`config.mk`:
```
export PLATFORM = sky130hd
export DESIGN_NAME = multiphase_clk_gen
export DESIGN_NICKNAME = d
export VERILOG_FILES = /design/src/rtl/clk_phase_pkg.sv /design/src/rtl/clk_phase_prescaler.sv /design/src/rtl/multiphase_clk_gen.sv
export SDC_FILE = /design/constraint.sdc
export NUM_CORES = 1
export LEC_CHECK = 0
export CAP_MARGIN = 30
export CORE_MARGIN = 1.5
export CORE_UTILIZATION = 46
export CTS_BUF_LIST = sky130_fd_sc_hd__clkbuf_8
export CTS_CLUSTER_SIZE = 40
export DETAILED_ROUTE_END_ITERATION = 12
export PLACE_DENSITY_LB_ADDON = 0.08
export SLEW_MARGIN = 40
export SYNTH_ARGS = -nofsm -noshare
export SYNTH_HDL_FRONTEND = slang
export SYNTH_HIERARCHICAL = 1
export SYNTH_SLANG_ARGS = --single-unit
```
`constraint.sdc`:
```
create_clock -name clk -period 1.6 [get_ports clk]
set_input_delay 0.48 -clock clk [delete_from_list [all_inputs] [get_ports clk]]
set_output_delay 0.48 -clock clk [all_outputs]
set_load 0.02 [all_outputs]
```
`src/rtl/clk_phase_pkg.sv`:
```
`default_nettype none
// ============================================================================
// Module   : clk_phase_pkg
// Purpose  : Shared types and helpers for the multiphase clock generator:
//            FSM state encoding, Johnson-counter step function and the
//            phase-count legality check used at elaboration time.
// Ports    : none (package)
// Revision : 1.0 - initial release
// ============================================================================
package clk_phase_pkg;

   typedef enum logic [1:0] {
      ST_IDLE     = 2'd0,
      ST_RUN      = 2'd1,
      ST_STOPPING = 2'd2
   } phase_state_e;

   // Widest Johnson register the step helper can handle (NUM_PHASES/2).
   localparam int MAX_L = 32;

   // One Johnson step on the low 'len' bits: shift left, feed back the
   // inverted MSB. Bits at or above 'len' are returned as zero.
   function automatic logic [MAX_L-1:0] johnson_next(input logic [MAX_L-1:0] j,
                                                     input int len);
      logic [MAX_L-1:0] nxt;
      logic             msb;
      nxt = '0;
      msb = 1'b0;
      for (int i = 0; i < MAX_L; i++) begin
         if (i == len - 1) msb = j[i];
      end
      for (int i = 0; i < MAX_L; i++) begin
         if (i == 0)        nxt[i] = ~msb;
         else if (i < len)  nxt[i] = j[i-1];
      end
      return nxt;
   endfunction

   // Even phase count, at least four, and within the helper's reach.
   function automatic bit num_phases_ok(input int n);
      return (n >= 4) && ((n % 2) == 0) && ((n / 2) <= MAX_L);
   endfunction

endpackage
`default_nettype wire

```
`src/rtl/clk_phase_prescaler.sv`:
```
`default_nettype none
// ============================================================================
// Module   : clk_phase_prescaler
// Purpose  : Programmable tick prescaler. Counts 0..div_act and emits a
//            one-cycle tick when the count reaches div_act. The active
//            divider is only replaced on 'reload', which the parent asserts
//            when the count is being cleared, so cnt never exceeds div_act.
// Ports    : clk, rst_n        - clock, async active-low reset
//            run              - count enable; counter held at 0 when low
//            reload           - capture div_val into the active divider
//            div_val[DIV_W]   - requested divider value
//            tick             - combinational step strobe
// Revision : 1.0 - initial release
// ============================================================================
module clk_phase_prescaler #(
   parameter int DIV_W = 4
) (
   input  logic             clk,
   input  logic             rst_n,
   input  logic             run,
   input  logic             reload,
   input  logic [DIV_W-1:0] div_val,
   output logic             tick
);

   logic [DIV_W-1:0] cnt_q, cnt_d;
   logic [DIV_W-1:0] div_act_q, div_act_d;

   assign tick = run && (cnt_q == div_act_q);

   always_comb begin
      cnt_d     = cnt_q;
      div_act_d = div_act_q;
      if (!run || tick) cnt_d = '0;
      else              cnt_d = cnt_q + DIV_W'(1);
      if (reload)       div_act_d = div_val;
   end

   always_ff @(posedge clk or negedge rst_n) begin
      if (!rst_n) begin
         cnt_q     <= '0;
         div_act_q <= '0;
      end else begin
         cnt_q     <= cnt_d;
         div_act_q <= div_act_d;
      end
   end

endmodule
`default_nettype wire

```
`src/rtl/multiphase_clk_gen.sv`:
```
`default_nettype none
// ============================================================================
// Module   : multiphase_clk_gen
// Purpose  : N-phase 50%-duty clock generator built from a Johnson counter
//            of length NUM_PHASES/2 and its inversions, stepped by a
//            programmable prescaler. Run/stop control always stops on the
//            all-zero boundary so outputs never emit runt pulses.
// Ports    : clk, rst_n              - clock, async active-low reset
//            en                      - run request (level)
//            div_val[DIV_W]          - step every div_val+1 cycles
//            phase_sel[SEL_W]        - phase routed to clk_sel (IDLE-sampled)
//            phase_out[NUM_PHASES]   - phase k lags phase 0 by k steps
//            clk_sel                 - registered copy of selected phase
//            running                 - high in RUN and STOPPING
//            period_start            - pulse as phase_out[0] rises
// Revision : 1.0 - initial release
// ============================================================================
module multiphase_clk_gen
   import clk_phase_pkg::*;
#(
   parameter  int NUM_PHASES = 4,
   parameter  int DIV_W      = 4,
   localparam int SEL_W      = $clog2(NUM_PHASES)
) (
   input  logic                  clk,
   input  logic                  rst_n,
   input  logic                  en,
   input  logic [DIV_W-1:0]      div_val,
   input  logic [SEL_W-1:0]      phase_sel,
   output logic [NUM_PHASES-1:0] phase_out,
   output logic                  clk_sel,
   output logic                  running,
   output logic                  period_start
);

   localparam int L = NUM_PHASES / 2;

   generate
      if (!num_phases_ok(NUM_PHASES)) begin : g_bad_num_phases
         $error("multiphase_clk_gen: NUM_PHASES must be even and >= 4");
      end
      if (DIV_W < 1) begin : g_bad_div_w
         $error("multiphase_clk_gen: DIV_W must be >= 1");
      end
   endgenerate

   phase_state_e     state_q, state_d;
   logic [L-1:0]     j_q, j_d;
   logic [SEL_W-1:0] sel_q, sel_d;
   logic             clk_sel_q, clk_sel_d;
   logic             running_q, running_d;
   logic             period_start_q, period_start_d;

   logic             tick;
   logic             reload;
   logic             wrap;
   logic [MAX_L-1:0] j_ext;
   logic [MAX_L-1:0] j_next_full;
   logic [L-1:0]     j_step;
   logic             unused_j_hi;

   clk_phase_prescaler #(
      .DIV_W (DIV_W)
   ) u_prescaler (
      .clk     (clk),
      .rst_n   (rst_n),
      .run     (state_q != ST_IDLE),
      .reload  (reload),
      .div_val (div_val),
      .tick    (tick)
   );

   // Outputs are flop bits or their inverters only, so every phase is
   // glitch-free and they all share one clock-to-out path.
   generate
      for (genvar k = 0; k < NUM_PHASES; k++) begin : g_phase
         if (k < L) begin : g_direct
            assign phase_out[k] = j_q[k];
         end else begin : g_inverted
            assign phase_out[k] = ~j_q[k-L];
         end
      end
   endgenerate

   always_comb begin
      j_ext          = '0;
      j_ext[L-1:0]   = j_q;
      j_next_full    = johnson_next(j_ext, L);
      j_step         = j_next_full[L-1:0];
      unused_j_hi    = |j_next_full;

      // A tick that returns the counter to zero closes a full period.
      wrap           = tick && (j_step == '0);

      state_d        = state_q;
      j_d            = j_q;
      sel_d          = sel_q;
      if (tick) j_d  = j_step;

      unique case (state_q)
         ST_IDLE: begin
            sel_d = phase_sel;
            if (en) state_d = ST_RUN;
         end
         ST_RUN: begin
            if (!en) state_d = ST_STOPPING;
         end
         ST_STOPPING: begin
            if (en)        state_d = ST_RUN;
            else if (wrap) state_d = ST_IDLE;
         end
         default: state_d = ST_IDLE;
      endcase

      // New divider only at a period boundary, so periods never mix values.
      reload         = ((state_q == ST_IDLE) && en) || wrap;

      running_d      = (state_d != ST_IDLE);
      period_start_d = tick && (j_q == '0);

      // Out-of-range selects (non power-of-two phase counts) read as 0.
      if ({1'b0, sel_q} < (SEL_W+1)'(NUM_PHASES)) clk_sel_d = phase_out[sel_q];
      else                                        clk_sel_d = 1'b0;
   end

   always_ff @(posedge clk or negedge rst_n) begin
      if (!rst_n) begin
         state_q        <= ST_IDLE;
         j_q            <= '0;
         sel_q          <= '0;
         clk_sel_q      <= 1'b0;
         running_q      <= 1'b0;
         period_start_q <= 1'b0;
      end else begin
         state_q        <= state_d;
         j_q            <= j_d;
         sel_q          <= sel_d;
         clk_sel_q      <= clk_sel_d;
         running_q      <= running_d;
         period_start_q <= period_start_d;
      end
   end

   assign clk_sel      = clk_sel_q;
   assign running      = running_q;
   assign period_start = period_start_q;

endmodule
`default_nettype wire
```
==> impl_metrics.json <==
{
  "slew_headroom_pct": 85.3,
  "cts_buffers": 3,
  "start_kind": "flop",
  "report.final.slew_viol_count": 0,
  "wl_per_cell_um": 13.5,
  "r2r.worst_path.cells": 6,
  "critPathMaxFanout": 4,
  "arrival_ns": 1.79,
  "die_area_mm2": 0.00188,
  "cts_root_buffer": "clkbuf_8",
  "r2r-end": "u_prescaler/div_act_q[0]",
  "vdd_ir_drop_max_v": 0.00100,
  "ys.flop_type": "dfrtp_1",
  "p_leak_uw": 0.000560,
  "r2r_start": "u_prescaler/div_act_q[0]",
  "hold_class": "flop to flop",
  "grt_overflow_total": 0,
  "min_to": "clk_sel",
  "diodes": 0,
  "core_mm2": 0.00151,
  "syn_area_um2": 748,
  "grt_max_degree": 18,
  "rsz0062_at_grt": "true",
  "netlist_instances": 59,
  "syn2layout_area_growth_pct": 48.3,
  "fmax_mhz": 602,
  "fin_crit_ns": 1.66,
  "vias": 540,
  "tritoncts": "yes",
  "start_util_pct": 49.7,
  "via_per_inst": 4.95,
  "critical_path_class": "flop to flop",
  "antenna_found_initial": 0,
  "io_buffers": 15,
  "clockBufferDepth": 2,
  "cts_sinks": 17,
  "fp.dieW_um": 43.3,
  "p_per_area_mw_per_mm2": 1450,
  "failed_checks": "negative setup slack",
  "drive_above_1_share_pct": 34.4,
  "drt-pass1-iter-count": 3,
  "place.gp.congestion": 0.760,
  "std_cell_rows": 14,
  "ys_types": 23,
  "insertion_delay_ns": 0.25,
  "grt_first_pass_wirelength_um": 2270,
  "use_met3_pct": 5.00,
  "grt_usage_pct": 17.1,
  "top_usage_layer": "met2",
  "status": "finished, violations left",
  "fin_skew_ns": 0.00344,
  "worst_pin_slew_ns": 0.220,
  "hold_viol": 0,
  "hold_depth": 1,
  "end_kind": "flop",
  "ios": 16,
  "setup_viol": 4,
  "postSynth.asyncResetShare_pct": 100,
  "finalSetupTns_ns": -0.235,
  "timing.final.ws_setup_ns": -0.0616,
  "min_from": "sel_q[1]",
  "ys_ff_latch": 17,
  "drt_iter0_drc": 7,
  "place_area_mm2": 0.00103,
  "grt_use_met2_pct": 29.3,
  "final_nets": 104,
  "htree_levels": 1,
  "seq_area_frac_synth_pct": 56.9,
  "die_h_um": 43.3,
  "reg2reg_slack_ns": -0.06,
  "hpwl_um": 1010,
  "fin_crit_sh_pct": 104,
  "cp.required_ns": 1.73,
  "syn_nets": 69,
  "grt_use_met1_pct": 19.1,
  "maxCapViolCount": 0,
  "synth.avg_cell_area_um2": 12.7,
  "synth_edf_count": 0,
  "wl_um": 1470,
  "grt_pass1_vias": 543,
  "route.detailed.drc": 0,
  "postLayoutCellArea_mm2": 0.00111,
  "yosysWarnings": 6,
  "holdBufCountCts": 0,
  "clk_pin_slew_worst_paths_ns": 0.06,
  "ant_nets": 0
}
## repair_timing
item | CTS | global route
setup buffers | 0 | 1
hold endpoints to repair | 0 | 0
gates cloned | 0 | 0
setup endpoints to repair | 11 | 5
pin swaps | 4 | 4
resized for setup | 7 | 9
## flip-flops by register name, summed over array words and instances, names as in the netlist
name,flops
clk_sel,1
j_q,2
period_start,1
running,1
sel_q,2
state_q,2
u_prescaler/cnt_q,4
u_prescaler/div_act_q,4
## cell families after synthesis
group                    after synthesis  synth area share (%)
AO/OA/AOI/OAI                          6                  5.35
XOR/XNOR                               7                  9.20
adder cells (fa/ha/maj)                1                  1.67
buffers and inverters                  5                  2.51
flip-flops                            17                  56.9
multiplexers                           7                  10.4
AND/OR/NAND/NOR                       16                  14.0
## worst max-delay path by stage
stage	to	cells after the start	slack, ns	from
floorplan	u_prescaler/div_act_q[0]	6	-0.08	u_prescaler/cnt_q[2]
global placement	u_prescaler/div_act_q[0]	3	-0.08	en
detailed placement	u_prescaler/div_act_q[1]	6	-0.12	u_prescaler/div_act_q[3]
CTS	u_prescaler/div_act_q[1]	6	-0.12	u_prescaler/cnt_q[0]
global route	u_prescaler/div_act_q[0]	6	-0.13	u_prescaler/div_act_q[0]
finish	u_prescaler/div_act_q[0]	6	-0.06	u_prescaler/div_act_q[0]
## synthesized netlist by cell type, types with 2 or more instances
| cell | n | area [µm²] |
|---|---|---|
| nor2_1 | 4 | 15.0 |
| and3_1 | 4 | 25.0 |
| a21oi_1 | 2 | 10.0 |
| xnor2_1 | 5 | 43.8 |
| dfrtp_1 | 17 | 425 |
| mux2_2 | 6 | 67.6 |
| inv_1 | 5 | 18.8 |
## power by group
group / leakage (µW) / internal, µW / total [µW] / switching (µW)
combinational: 0.000326 / 374 / 680 / 306
sequential: 0.000208 / 544 / 631 / 86.5
clock: 0.0000269 / 170 / 303 / 133
## through the flow
| step | std cells | worst slack [ns] | total power [µW] | hold slack, ns | util (%) |
|---|---|---|---|---|---|
| floorplan | 59 | -0.0761 | 982 | 0.184 | - |
| global placement | 104 | -0.0802 | 1310 | 0.456 | 68.4 |
| detailed placement | 104 | -0.119 | 1320 | 0.463 | 68.4 |
| CTS | 108 | -0.117 | 1580 | 0.475 | 70.8 |
| global route | 109 | -0.129 | 1720 | 0.498 | 73.7 |
| finish | 109 | -0.0616 | 1610 | 0.472 | 73.7 |
## cell usage in the layout, fill, tap and decap left out, types with 2 or more instances in the layout
cell / netlist / routed
clkdlybuf4s50_1: 0 / 8
xnor2_1: 5 / 4
inv_1: 5 / 6
mux2_4: 0 / 4
buf_4: 0 / 15
a21oi_1: 2 / 2
mux2_2: 6 / 2
xnor2_2: 1 / 2
clkbuf_8: 0 / 3
dlygate4sd2_1: 0 / 6
dfrtp_1: 17 / 17
nor2_1: 4 / 2
and3_1: 4 / 4
## worst max-delay path, stage by stage (launching register included)
cell and delay (ns):
dfrtp_1 0.40, xnor2_1 0.20, nand4_2 0.16, nor2_4 0.14
and3b_2 0.21, a21o_4 0.13, mux2_4 0.30
## layer usage
metal  part of all wire, %  wire length (µm)
met1                    42               614
met2                    53               779
met3                   4.0                58
met4                   1.0                15
met5                     0                 0
## area by class of cell
cell class | instances | area, µm²
Inverter | 5 | 18.8
Sequential cell | 17 | 425
Fill cell | 122 | 397
Clock buffer | 3 | 41.3
Multi-Input combinational cell | 37 | 345
Timing Repair Buffer | 30 | 255
Tap cell | 16 | 20.0
Clock inverter | 1 | 3.75
Note: power is estimated with default switching activity, not from simulation.
